[src/rtl/input_fetch_arbiter_if.sv]
// Input-fetch arbiter bus bundle.
// Groups the requester side (req, base_addr, input_ready), the input-memory
// read port (mem_rd_en, mem_addr, mem_rd_data) and the SNG register-file
// write port (wr_en, wr_sel, wr_index, wr_data) plus busy.
//   slave  : the arbiter itself
//   master : requesters + memory (the environment driving the arbiter)
interface input_fetch_arbiter_if #(
    parameter int NUM_REQ    = 4,
    parameter int BURST_LEN  = 9,
    parameter int ADDR_WIDTH = 16,
    parameter int DATA_WIDTH = 8
);
    localparam int IDX_W = (BURST_LEN > 1) ? $clog2(BURST_LEN) : 1;

    logic [NUM_REQ-1:0]                 req;
    logic [NUM_REQ-1:0][ADDR_WIDTH-1:0] base_addr;   // slice i belongs to requester i
    logic                               mem_rd_en;
    logic [ADDR_WIDTH-1:0]              mem_addr;
    logic [DATA_WIDTH-1:0]              mem_rd_data;
    logic                               wr_en;
    logic [NUM_REQ-1:0]                 wr_sel;
    logic [IDX_W-1:0]                   wr_index;
    logic [DATA_WIDTH-1:0]              wr_data;
    logic [NUM_REQ-1:0]                 input_ready;
    logic                               busy;

    modport slave (
        input  req, base_addr, mem_rd_data,
        output mem_rd_en, mem_addr, wr_en, wr_sel, wr_index, wr_data,
               input_ready, busy
    );

    modport master (
        output req, base_addr, mem_rd_data,
        input  mem_rd_en, mem_addr, wr_en, wr_sel, wr_index, wr_data,
               input_ready, busy
    );
endinterface

[src/rtl/input_fetch_arbiter.sv]
// Round-robin arbiter that lets NUM_REQ SC tile controllers share one input
// memory. Each grant fetches a BURST_LEN-word window starting at the
// requester's base_addr and writes it into that requester's SNG input
// register file, then pulses input_ready to it.
// Ports:
//   clock  - sole clock, posedge
//   reset  - asynchronous, active-high
//   bus    - input_fetch_arbiter_if.slave (req/base_addr in, memory read
//            port, register-file write port, input_ready, busy)
module input_fetch_arbiter #(
    parameter int NUM_REQ    = 4,
    parameter int BURST_LEN  = 9,
    parameter int ADDR_WIDTH = 16,
    parameter int DATA_WIDTH = 8
) (
    input  logic                  clock,
    input  logic                  reset,
    input_fetch_arbiter_if.slave  bus
);
    localparam int IDX_W = (BURST_LEN > 1) ? $clog2(BURST_LEN) : 1;
    localparam int GNT_W = (NUM_REQ > 1) ? $clog2(NUM_REQ) : 1;

    typedef enum logic [1:0] {IDLE, FETCH, DRAIN, READY} state_t;

    state_t                state;
    logic [IDX_W-1:0]      cnt;
    logic [GNT_W-1:0]      grant;
    logic [GNT_W-1:0]      last_grant;
    logic [NUM_REQ-1:0]    grant_oh;

    logic                  mem_rd_en_q;
    logic [ADDR_WIDTH-1:0] mem_addr_q;
    logic                  wr_en_q;
    logic [NUM_REQ-1:0]    wr_sel_q;
    logic [IDX_W-1:0]      wr_index_q;
    logic [NUM_REQ-1:0]    input_ready_q;
    logic                  busy_q;

    // Round-robin pick: scan from the farthest candidate down to the nearest
    // so the last hit is the first set bit above last_grant.
    logic [GNT_W-1:0]      pick;

    always_comb begin
        pick = '0;
        for (int k = NUM_REQ; k >= 1; k--) begin
            if (bus.req[(int'(last_grant) + k) % NUM_REQ])
                pick = GNT_W'((int'(last_grant) + k) % NUM_REQ);
        end
    end

    assign grant_oh = NUM_REQ'(1) << grant;

    always_ff @(posedge clock or posedge reset) begin
        if (reset) begin
            state         <= IDLE;
            cnt           <= '0;
            grant         <= '0;
            last_grant    <= GNT_W'(NUM_REQ - 1);
            mem_rd_en_q   <= 1'b0;
            mem_addr_q    <= '0;
            wr_en_q       <= 1'b0;
            wr_sel_q      <= '0;
            wr_index_q    <= '0;
            input_ready_q <= '0;
            busy_q        <= 1'b0;
        end else begin
            case (state)
                IDLE: begin
                    if (|bus.req) begin
                        grant       <= pick;
                        mem_addr_q  <= bus.base_addr[pick];
                        mem_rd_en_q <= 1'b1;
                        cnt         <= '0;
                        busy_q      <= 1'b1;
                        state       <= FETCH;
                    end
                end
                FETCH: begin
                    // Write stage trails the read by the memory's 1-cycle latency.
                    wr_en_q    <= 1'b1;
                    wr_index_q <= cnt;
                    wr_sel_q   <= grant_oh;
                    if (cnt == IDX_W'(BURST_LEN - 1)) begin
                        mem_rd_en_q <= 1'b0;
                        mem_addr_q  <= '0;
                        state       <= DRAIN;
                    end else begin
                        cnt        <= cnt + 1'b1;
                        mem_addr_q <= mem_addr_q + 1'b1;   // base + cnt, wraps
                    end
                end
                DRAIN: begin
                    wr_en_q       <= 1'b0;
                    wr_sel_q      <= '0;
                    wr_index_q    <= '0;
                    input_ready_q <= grant_oh;
                    state         <= READY;
                end
                READY: begin
                    input_ready_q <= '0;
                    last_grant    <= grant;
                    busy_q        <= 1'b0;
                    state         <= IDLE;
                end
                default: state <= IDLE;
            endcase
        end
    end

    assign bus.mem_rd_en   = mem_rd_en_q;
    assign bus.mem_addr    = mem_addr_q;
    assign bus.wr_en       = wr_en_q;
    assign bus.wr_sel      = wr_sel_q;
    assign bus.wr_index    = wr_index_q;
    // Gated so the write data bus stays quiet outside write cycles.
    assign bus.wr_data     = wr_en_q ? bus.mem_rd_data : '0;
    assign bus.input_ready = input_ready_q;
    assign bus.busy        = busy_q;
endmodule

[src/flat_wrapper.sv]
// flat-port wrapper written by rule: the top's interface ports become plain ports
module input_fetch_arbiter_flat 
#(
    parameter int NUM_REQ    = 4,
    parameter int BURST_LEN  = 9,
    parameter int ADDR_WIDTH = 16,
    parameter int DATA_WIDTH = 8
)
  (clock, reset, bus_req, bus_base_addr, bus_mem_rd_data, bus_mem_rd_en, bus_mem_addr, bus_wr_en, bus_wr_sel, bus_wr_index, bus_wr_data, bus_input_ready, bus_busy);
  input_fetch_arbiter_if #(.NUM_REQ(NUM_REQ), .BURST_LEN(BURST_LEN), .ADDR_WIDTH(ADDR_WIDTH), .DATA_WIDTH(DATA_WIDTH)) bus_i ();
  input  logic clock;
  input  logic reset;
  input wire logic [$bits(bus_i.req)-1:0] bus_req;
  input wire logic [$bits(bus_i.base_addr)-1:0] bus_base_addr;
  input wire logic [$bits(bus_i.mem_rd_data)-1:0] bus_mem_rd_data;
  output wire logic [$bits(bus_i.mem_rd_en)-1:0] bus_mem_rd_en;
  output wire logic [$bits(bus_i.mem_addr)-1:0] bus_mem_addr;
  output wire logic [$bits(bus_i.wr_en)-1:0] bus_wr_en;
  output wire logic [$bits(bus_i.wr_sel)-1:0] bus_wr_sel;
  output wire logic [$bits(bus_i.wr_index)-1:0] bus_wr_index;
  output wire logic [$bits(bus_i.wr_data)-1:0] bus_wr_data;
  output wire logic [$bits(bus_i.input_ready)-1:0] bus_input_ready;
  output wire logic [$bits(bus_i.busy)-1:0] bus_busy;
  assign bus_i.req = bus_req;
  assign bus_i.base_addr = bus_base_addr;
  assign bus_i.mem_rd_data = bus_mem_rd_data;
  assign bus_mem_rd_en = bus_i.mem_rd_en;
  assign bus_mem_addr = bus_i.mem_addr;
  assign bus_wr_en = bus_i.wr_en;
  assign bus_wr_sel = bus_i.wr_sel;
  assign bus_wr_index = bus_i.wr_index;
  assign bus_wr_data = bus_i.wr_data;
  assign bus_input_ready = bus_i.input_ready;
  assign bus_busy = bus_i.busy;
  input_fetch_arbiter #(.NUM_REQ(NUM_REQ), .BURST_LEN(BURST_LEN), .ADDR_WIDTH(ADDR_WIDTH), .DATA_WIDTH(DATA_WIDTH)) u_core (.clock(clock), .reset(reset), .bus(bus_i));
endmodule
[config.mk]
export PLATFORM = sky130hd
export DESIGN_NAME = input_fetch_arbiter_flat
export DESIGN_NICKNAME = d
export VERILOG_FILES = /design/src/rtl/input_fetch_arbiter_if.sv /design/src/rtl/input_fetch_arbiter.sv /design/src/flat_wrapper.sv
export SDC_FILE = /design/constraint.sdc
export NUM_CORES = 1
export LEC_CHECK = 0
export ABC_AREA = 1
export BUFFER_PORTS_ARGS = -buffer_cell sky130_fd_sc_hd__buf_2
export CORE_ASPECT_RATIO = 1.5
export CORE_MARGIN = 2
export CORE_UTILIZATION = 36
export CTS_CLUSTER_SIZE = 28
export DETAILED_ROUTE_END_ITERATION = 12
export GPL_TIMING_DRIVEN = 0
export SLEW_MARGIN = 30
export SYNTH_ARGS = -nofsm -noshare
export SYNTH_HDL_FRONTEND = slang
export SYNTH_SLANG_ARGS = --single-unit
export TNS_END_PERCENT = 10
[constraint.sdc]
create_clock -name clock -period 4.86 [get_ports clock]
set_clock_uncertainty 0.2 [all_clocks]
set_input_delay 0.243 -clock clock [delete_from_list [all_inputs] [get_ports clock]]
set_output_delay 0.243 -clock clock [all_outputs]
set_load 0.005 [all_outputs]
==> run metrics, run 1 <==
status complete, no violations; leading post-synthesis cells by cell area dfrtp_1, nand2_1, nand3_1, inv_1, o21ai_0; Compound-Gate Fraction of Synth Area just over 8%; post-synthesis sequential area ratio roughly 33%; WP data required just under 5 ns; FF+latch count, synth between 40 and 50; Clock Sinks 41; TritonRoute pass-1 iters 4; Root Buffer clkbuf_16; count leader, synth nand2_1; Synth Area in XOR/XNOR less than 1%; P_sw between 1 and 1.5 mW; n_diodes 0; IO Pins roughly 120; final worst slack 2.51 ns; post-route cell area around 4000 um^2; Core ar. 8410 um^2; hold crit path type primary input to flip-flop; Worst Reg-to-Reg Cells 12; First DRT Iteration DRCs 140; Syn Area/Cell approximately 6.6 um^2; CP endpoint kind flip-flop; CTS Buf Count 5; Post-Synth Simple-Gate Area between 40 and 50%; CTS tree built; RePlAce Congestion 0.818; vias in the first global route roughly 3.1k; first-pass GRT wire length 14000 um; commonest cells in the synthesized netlist nand2_1, nand3_1, inv_1, dfrtp_1, o21ai_0; Core Util, Final between 40% and 50%; Worst Hold Margin 0.0881 ns; crit share post-route 48.3%; DRC Markers 0; post-synth top area cell dfrtp_1; DPL Wire Length 6900 um; Critical Path AT 2.37 ns; worst slack, placed about 2.5 ns; vias per std cell about 4.7; async set or reset register ratio after synthesis 100%; Hold Vio Cnt, Final 0; Total GRT Usage 18.5%; largest net degree at the start of global routing 30; Total Wirelength a little over 8000 um; Synth cell types 34; Internal Pwr Total around 1.4 mW; post-synth net total about 560; Max transition margin a little over half; # rows 41; area grow syn2layout 29.6%; Max Buffers Root-to-Sink 2; placed instance area approximately 3800 um^2; Mapped Area about 3100 um^2; sequential power share 23.0%; Combinational Power Share a little under two thirds; Initial Util 36.8%; Setup Viol. Count Final 0; Yosys top cell area share between 30% and 40%; Pleak about 2.3 nW; fin cells between 700 and 800; Clk pwr share a little over an eighth; Skew-Pair Late Insertion Delay 0.29 ns; Die H about 120 um; Clk pin slew, worst setup/hold paths roughly 0.060 ns; vias between 3k and 4k; Tot Pwr approximately 2.9 mW; Setup crit start kind flip-flop; Synth Area in Adders 3.23%; switching share of power around half; Placed Cells ~700; main combinational cell family by area after synthesis simple AND/OR/NAND/NOR gates; Congestion Overflow GR 0; Fmax between 400 and 500 MHz; Reg-to-Reg Start u_core.cnt[0]$_DFFE_PP0P_; Resized cells post-CTS 0; routed len/inst between 10 and 15 um; Slew @ Worst Pin a little under 0.7 ns; maximum vdd drop 315 uV; RSZ-0062 raised after global routing false; Reg2Reg Capture Point u_core.bus.mem_addr[5]$_DFFE_PP0P_; Die Wd between 70 and 80 um; ANT nets after route 0; initial antenna violation count 0; minimum clock period 2.35 ns; Slew Viols, Final 0; layout cells sized above 1 28.4%; Post-synth EDFFs 0; H-tree lvl count 2; CP Class flip-flop to flip-flop; Worst Setup SP u_core.cnt[0]$_DFFE_PP0P_; Power Dens Cells about 700 nW/um^2; CP Capture Point u_core.bus.mem_addr[5]$_DFFE_PP0P_; max-cap viol count 0; Final nets between 600 and 700; final setup TNS 0 ns; cell count after synthesis 470; mux share of post-synthesis cell area 0%; warnings from Yosys 0; filler instances ~900; die footprint around 9400 um^2; R2R setup slack between 2 and 3 ns; critical path peak fanout 10; I/O Buffers 116; Synth Flop Type dfrtp_1
[routing by layer]
| metal | routed length [um] | share of wire, % | global-route usage (%) |
|---|---|---|---|
| met1 | 3360 | 41 | 21.5 |
| met2 | 4340 | 53 | 34.1 |
| met3 | 456 | 5.5 | 2.76 |
| met4 | 112 | 1.4 | 5.40 |
| met5 | 0 | 0 | 0 |
[what timing repair did]
| action | in CTS | in global routing |
|---|---|---|
| endpoints found under the hold margin | 38 | 0 |
| hold buffers | 1 | 0 |
| setup buffers | 0 | 0 |
[worst max-delay path, cell delays in order (launching register included)]
cell     delay, ns
dfrtp_1       0.43
inv_1         0.08
ha_1          0.20
nand3_1       0.13
inv_1         0.05
nor2_1        0.24
inv_1         0.09
nor2_1        0.23
buf_2         0.28
nand2_1       0.08
o22ai_1       0.15
inv_1         0.06
nand2_1       0.06
[placed cells by master, fill, tap and decap left out, types with 6 or more instances in the layout]
cell type | netlist | layout
inv_1 | 76 | 75
buf_2 | 6 | 122
nand3b_1 | 7 | 7
nand4_1 | 7 | 7
nand2_4 | 6 | 6
ha_1 | 8 | 8
a21oi_1 | 7 | 7
nand3_1 | 81 | 81
dfrtp_1 | 39 | 39
o21ai_0 | 25 | 25
nand2_2 | 10 | 10
nand2_1 | 139 | 139
nor2_1 | 18 | 18
[worst min-delay path by stage]
stage                                  startpoint                                  end  slack [ns]  cells past startpoint
4_1_cts                          bus_base_addr[5]   u_core.bus.mem_addr[5]$_DFFE_PP0P_        0.08                      5
3_5_place_dp                                reset   u_core.bus.mem_addr[4]$_DFFE_PP0P_       0.004                      2
6_report                        bus_base_addr[10]  u_core.bus.mem_addr[10]$_DFFE_PP0P_        0.09                      5
5_1_grt                         bus_base_addr[10]  u_core.bus.mem_addr[10]$_DFFE_PP0P_        0.12                      5
3_3_place_gp   u_core.bus.wr_index[3]$_DFFE_PP0P_   u_core.bus.wr_index[3]$_DFFE_PP0P_        0.26                      2
2_1_floorplan           u_core.cnt[3]$_DFFE_PP0P_            u_core.cnt[3]$_DFFE_PP0P_        0.26                      1
[state kept, by name (all words and copies together) (netlist names), 2 cells and up]
| name | cells |
|---|---|
| u_core.bus.mem_addr | 16 |
| u_core.bus.input_ready | 4 |
| u_core.bus.wr_index | 4 |
| u_core.bus.wr_sel | 4 |
| u_core.cnt | 4 |
| u_core.grant | 2 |
| u_core.last_grant | 2 |
| u_core.state | 2 |
[power groups by stage]
stage,sequential [mW],combinational [mW],clock [mW]
after CTS,0.660,1.85,0.389
after floorplan,0.645,1.32,0
after global routing,0.685,2.10,0.404
after detailed placement,0.665,1.84,0
after global placement,0.656,1.82,0
final,0.658,1.82,0.381
[cell type report]
cell class,instances,area (um^2),area share (%)
Inverter,84,323,8.04
Multi-Input combinational cell,331,1650,41.1
Sequential cell,41,1030,25.6
Clock buffer,5,125,3.12
Clock inverter,3,46.3,1.15
Timing Repair Buffer,118,611,15.2
Buffer,14,97.6,2.43
Tap cell,107,134,3.33
[cell families (layout without fill, tap and decap cells)]
group                      after synthesis  count (layout)
DFF                                     41              41
adders and majority gates                8               8
xor gates and xnor gates                 1               1
and+or+nand+nor                        277             277
AOI/OAI and AO/OA                       45              45
buffers and inverters                   98             224
Power figures use the tool's default switching activity.
==> run 2: changes to the inputs <==
==> constraint.sdc (replaced) <==
create_clock -name clock -period 2.09 [get_ports clock]
set_clock_uncertainty 0.2 [all_clocks]
set_input_delay 0.1045 -clock clock [delete_from_list [all_inputs] [get_ports clock]]
set_output_delay 0.1045 -clock clock [all_outputs]
set_load 0.005 [all_outputs]
==> run 2 against run 1 <==
Compared with the run above: the run now ends with hold timing, setup timing left; total power grew to 2.7 times the previous value; maximum frequency increased by 5.5%; critical path depth rose by 4; cell count up 5.1%; critical endpoint is now u_core.bus.mem_addr[3]$_DFFE_PP0P_; largest cell class unchanged.
==> run metrics, run 2 (synthesized netlist as in run 1, its figures left out) <==
Clk pin slew, worst setup/hold paths 0.06 ns; status finished with violations; WP data required 2.06 ns; Power Dens Cells around 1700 nW/um^2; Critical Path AT roughly 2.2 ns; filler instances between 800 and 900; Die Wd about 80 um; Congestion Overflow GR 0; crit share post-route 106%; Setup Viol. Count Final 15; Skew-Pair Late Insertion Delay 0.29 ns; n_diodes 0; Max transition margin 78.4%; RSZ-0062 raised after global routing true; area grow syn2layout 46.8%; Multi-input gate area 1770 um^2; Hold Path Stages 5; CP endpoint kind flip-flop; routed wl met2 4990 um; Clock Sinks ~40; maximum vdd drop around 940 uV; RePlAce Congestion slightly above 0.8; Die H ~120 um; die footprint approximately 9400 um^2; Slew Viols, Final 0; ANT nets after route 0; hold crit path type primary input to flip-flop; Setup crit start kind flip-flop; final setup TNS -0.907 ns; Total Wirelength around 9400 um; met3 WL between 500 and 600 um; FF/Latch Area a little over 1000 um^2; CTS tree built; max-cap viol count 0; number of flip-flops in the largest register 16; H-tree lvl count 2; TritonRoute pass-1 iters 4; routed len/inst 12.7 um; Root Buffer clkbuf_16; First DRT Iteration DRCs ~170; Core Util, Final between 50% and 60%; Initial Util 36.8%; final worst slack -0.135 ns; leading cell type in the layout, fill and taps excluded nand2_1; Core ar. 8410 um^2; CTS Buf Count 5; # rows approximately 40; initial antenna violation count 0; failing checks hold timing, setup timing; wl on met1 3580 um; Top Metal Used met4; vias ~3.5k; CP Class flip-flop to flip-flop; first-pass GRT wire length ~15000 um; largest net degree at the start of global routing 30; DPL Wire Length between 6000 and 7000 um; Slew @ Worst Pin about 0.32 ns; Worst Hold Margin -0.00359 ns; layout cells sized above 1 between 30% and 40%; critical path peak fanout 8; vias per std cell about 4.8; IO Pins between 100 and 150; Worst Reg-to-Reg Cells 16; Pleak ~2.5 nW; Fmax about 450 MHz; DRC Markers 0; Hold Vio Cnt, Final 1; Final nets approximately 720; Max Buffers Root-to-Sink 2; I/O Buffers about 120; Total GRT Usage between 10% and 20%; most frequent cells in the layout nand2_1, buf_2, nand3_1, inv_1, dfrtp_1; vias in the first global route 3352; minimum clock period 2.23 ns
[run 2: cell count changes in the layout (fill, tap and decap cells not counted), moves of 3 or more]
cell	before	now
nand3_2	0	5
buf_4	2	11
nand2_1	139	133
nor2_2	2	5
buf_8	0	6
nor2_4	0	3
nor2_1	18	12
nand3_1	81	76
nand2_4	6	11
dlygate4sd3_1	1	24
[run 2: power breakdown]
part           internal (mW)  switching, mW  total (mW)
Sequential              1.19          0.351        1.54
Combinational           2.24           3.01        5.25
Clock                  0.565          0.323       0.888
[run 2: final timing paths]
path | end | slack, ns | from
min reg2reg | u_core.bus.wr_index[3]$_DFFE_PP0P_ | 0.28 | u_core.bus.wr_index[3]$_DFFE_PP0P_
max in group asynchronous | u_core.last_grant[0]$_DFFE_PP1P_ | 1.07 | reset
min in group asynchronous | u_core.bus.mem_addr[9]$_DFFE_PP0P_ | 0.10 | reset
max | u_core.bus.mem_addr[3]$_DFFE_PP0P_ | -0.14 | u_core.last_grant[0]$_DFFE_PP1P_
min | u_core.bus.mem_addr[2]$_DFFE_PP0P_ | -0.004 | bus_base_addr[34]
max reg2reg | u_core.bus.mem_addr[3]$_DFFE_PP0P_ | -0.14 | u_core.last_grant[0]$_DFFE_PP1P_
[run 2: repair_timing]
item                       4_1_cts  5_1_grt
hold endpoints to repair        47        0
hold buffers                    24        0
buffers inserted                 5        7
gates resized for setup         16       36
pin swaps                        4       13
cloned                           0        1
setup endpoints to repair       20       19
[run 2: cell type report]
| cell class | instances | share of cell area, % |
|---|---|---|
| multi-input combinational | 331 | 38.9 |
| sequential | 41 | 22.6 |
| timing repair buffer | 154 | 21.4 |
| inverter | 84 | 7.21 |
| buffer | 14 | 3.16 |
| tap | 107 | 2.94 |
| clock buffer | 5 | 2.75 |
| clock inverter | 3 | 1.02 |
[run 2: worst max-delay path, cell delays in order, from the launching register on]
cell     delay, ns
dfstp_2       0.54
buf_8         0.13
inv_8         0.06
nand2_4       0.06
nand2_4       0.06
nand2_2       0.08
nand2_2       0.07
nand2_4       0.08
nand2_4       0.05
nand2_4       0.10
nand2_8       0.09
buf_8         0.14
buf_6         0.13
nand2_1       0.07
nand3_1       0.10
nand3_2       0.09
nand2_1       0.05
[run 2: through the flow]
stage / std cells / power (mW) / cell area (um^2) / hold WS [ns] / setup WS, ns
floorplan: 470 / 4.58 / 3100 / 0.0899 / 0.156
global placement: 693 / 5.76 / 3810 / 0.235 / -0.255
detailed placement: 694 / 5.83 / 3830 / -0.135 / -0.289
CTS: 731 / 7.04 / 4340 / 0.00397 / -0.0355
global route: 739 / 8.43 / 4550 / 0.0481 / -0.263
finish: 739 / 7.68 / 4550 / -0.00359 / -0.135
[run 2: metal layers]
metal | vias to the layer above | global-route usage (%)
met2 | 150 | 36.9
met1 | 1553 | 22.2
met4 | 0 | 8.05
met3 | 27 | 3.07
li1 | 1815 | -
met5 | - | 0
==> run 3: changes to the inputs <==
--- a/config.mk
+++ b/config.mk
@@ -7,12 +7,15 @@
 export LEC_CHECK = 0
 export ABC_AREA = 1
 export BUFFER_PORTS_ARGS = -buffer_cell sky130_fd_sc_hd__buf_2
+export CELL_PAD_IN_SITES_DETAIL_PLACEMENT = 1
+export CELL_PAD_IN_SITES_GLOBAL_PLACEMENT = 1
 export CORE_ASPECT_RATIO = 1.5
 export CORE_MARGIN = 2
-export CORE_UTILIZATION = 36
+export CORE_UTILIZATION = 30
 export CTS_CLUSTER_SIZE = 28
 export DETAILED_ROUTE_END_ITERATION = 12
 export GPL_TIMING_DRIVEN = 0
+export PLACE_DENSITY_LB_ADDON = 0.1
 export SLEW_MARGIN = 30
 export SYNTH_ARGS = -nofsm -noshare
 export SYNTH_HDL_FRONTEND = slang
==> run 3 against run 2 <==
Compared with the run above: the flow still finishes with violations (hold timing, setup timing); critical path depth shrank 1; largest cell class unchanged; hold slack lost 0.0019 ns; non-clock buffer count shrank 6; wire length grew 12%; sequential share of layout area grew 0.77 points; cell count grew 0.54%; flip-flop and latch count is the same; largest power group unchanged; highest routed layer unchanged; first-iteration DRC count shrank 25%.
==> run metrics, run 3 (synthesized netlist as in run 1, its figures left out) <==
CP endpoint kind flip-flop; CTS Buf Count 5; IO Pins about 120; max-cap viol count 0; Final nets 711; hold crit path type primary input to flip-flop; TritonRoute pass-1 iters 4; # rows 45; FF/Latch Area between 1000 and 1500 um^2; Tot Pwr between 7 and 8 mW; Pleak ~2.5 nW; most frequent cells in the layout nand2_1, buf_2, nand3_1, inv_1, dfrtp_1; vias ~3.5k; WP data required roughly 2.1 ns; Total Wirelength approximately 11000 um; area grow syn2layout 41.9%; Max Buffers Root-to-Sink 2; Worst Hold Margin -0.00547 ns; Fmax ~470 MHz; vias per std cell 4.76; status finished with violations; H-tree lvl count 2; Initial Util between 30% and 40%; Clk pwr share a little over a tenth; CP delay by family, top simple AND/OR/NAND/NOR gates; CP most frequent cell nand2_2; critical path's largest stage delay 0.53 ns; sequential power share 21.2%; Congestion Overflow GR 0; routed len/inst about 14 um; Placed Cells 704; failing checks hold timing, setup timing; Slew @ Worst Pin 0.413 ns; layout cells sized above 1 31.5%; Setup crit start kind flip-flop; vias in the first global route between 3k and 4k; First DRT Iteration DRCs 124; Combinational Power Share between 60 and 70%; Die Wd 87.0 um; Multi-input gate area about 1800 um^2; final setup TNS -0.168 ns; Skew-Pair Late Insertion Delay a little under 0.3 ns; fin cells 743; number of flip-flops in the largest register 16; Power Dens Cells about 1600 nW/um^2; die footprint 11200 um^2; Critical Path AT about 2.1 ns; RePlAce Congestion just over 0.8; P_sw between 3 and 4 mW; largest net degree at the start of global routing 25; first-pass GRT wire length approximately 17000 um; Max transition margin 72.4%; Setup Viol. Count Final 11; initial antenna violation count 0; Die H roughly 130 um; Core ar. slightly above 10000 um^2; RSZ-0062 raised after global routing true; leading cell type in the layout, fill and taps excluded nand2_1; DPL Wire Length a little over 8000 um; Clock Sinks about 40; CTS tree built; maximum vdd drop around 620 uV; I/O Buffers around 120; critical path peak fanout 10; CP Class flip-flop to flip-flop; minimum clock period roughly 2.1 ns; filler instances roughly 1.4k; Root Buffer clkbuf_16; crit share post-route 102%; DRC Markers 0; CP Cell Sequence buf_6, inv_6, nand2_2, nand2_4, nand2_2, nand2_2, nand2_4, nand2_2, nand2_4, nand2_8, buf_6, nand2_1, nand3_1, nand3_1, nand2_1; worst slack, placed -0.308 ns; CP bufs+invs 3; ANT nets after route 0; n_diodes 0; Slew Viols, Final 0; Total GRT Usage between 10% and 20%; Internal Pwr Total 3.58 mW; Clk pin slew, worst setup/hold paths 0.06 ns; switching share of power approximately half; final worst slack -0.0444 ns; slowest stage cell, crit path dfstp_2; Hold Vio Cnt, Final 1
==> run 3: changes by cell type in the layout (fill, tap and decap cells not counted), moves of 2 or more <==
cell,change
nand2_2,+3
nand2_1,+2
clkinv_2,+2
ha_2,-2
ha_4,+2
dlygate4sd3_1,-3
buf_6,+2
buf_8,-6
buf_2,-3
buf_4,+5
nand2_4,-5
==> run 3: per-layer routing <==
metal,wire length [um],global-route usage [%]
met1,4030,20.3
met2,5870,38.3
met3,394,3.14
met4,227,6.53
met5,0,0
==> run 3: stage by stage <==
step / util, % / area, um^2 / hold WS [ns]
after floorplan: - / 3100 / 0.0899
after global placement: 38.0 / 3830 / 0.242
after detailed placement: 38.2 / 3850 / -0.0780
after CTS: 43.1 / 4340 / 0.00184
after global routing: 43.6 / 4400 / 0.0191
final: 43.6 / 4400 / -0.00547
==> run 3: cell type report <==
| class | count | area share, % |
|---|---|---|
| Clock buffer | 6 | 2.93 |
| Sequential cell | 41 | 23.4 |
| Timing Repair Buffer | 148 | 20.1 |
| Multi-Input combinational cell | 331 | 39.9 |
| Inverter | 84 | 7.39 |
| Buffer | 14 | 2.67 |
| Tap cell | 117 | 3.33 |
| Clock inverter | 2 | 0.228 |
==> run 3: path summary, 6_finish.rpt <==
path / start / endpoint / slack, ns / cells after the start
max in group asynchronous: reset / u_core.last_grant[1]$_DFFE_PP1P_ / 1.00 / 4
hold reg to reg: u_core.bus.wr_sel[2]$_DFFE_PP0P_ / u_core.bus.wr_sel[2]$_DFFE_PP0P_ / 0.27 / 2
hold / removal: bus_base_addr[51] / u_core.bus.mem_addr[3]$_DFFE_PP0P_ / -0.005 / 5
setup reg to reg: u_core.last_grant[0]$_DFFE_PP1P_ / u_core.bus.mem_addr[3]$_DFFE_PP0P_ / -0.04 / 15
min in group asynchronous: reset / u_core.bus.mem_addr[4]$_DFFE_PP0P_ / 0.15 / 3
setup / recovery: u_core.last_grant[0]$_DFFE_PP1P_ / u_core.bus.mem_addr[3]$_DFFE_PP0P_ / -0.04 / 15
==> run 3: power by group through the flow <==
stage / Clock (mW) / Combinational, mW / Sequential (mW)
3_5_place_dp: 0 / 4.44 / 1.55
5_1_grt: 0.817 / 5.61 / 1.59
6_report: 0.762 / 4.94 / 1.54
2_1_floorplan: 0 / 3.08 / 1.50
4_1_cts: 0.790 / 4.92 / 1.54
3_3_place_gp: 0 / 4.34 / 1.53
==> run 3: repair_timing <==
action	in CTS	in global routing
pin swaps	5	3
endpoints found under the setup margin	20	22
gates resized for setup	24	12
hold endpoints to repair	47	0
hold buffers	21	0
gates cloned	1	0
buffers inserted	7	2
==> run 3: worst min-delay path: cells and delay by family <==
kind          cells  cell delay, ns
buf+inv           1            0.08
simple gates      4            0.26
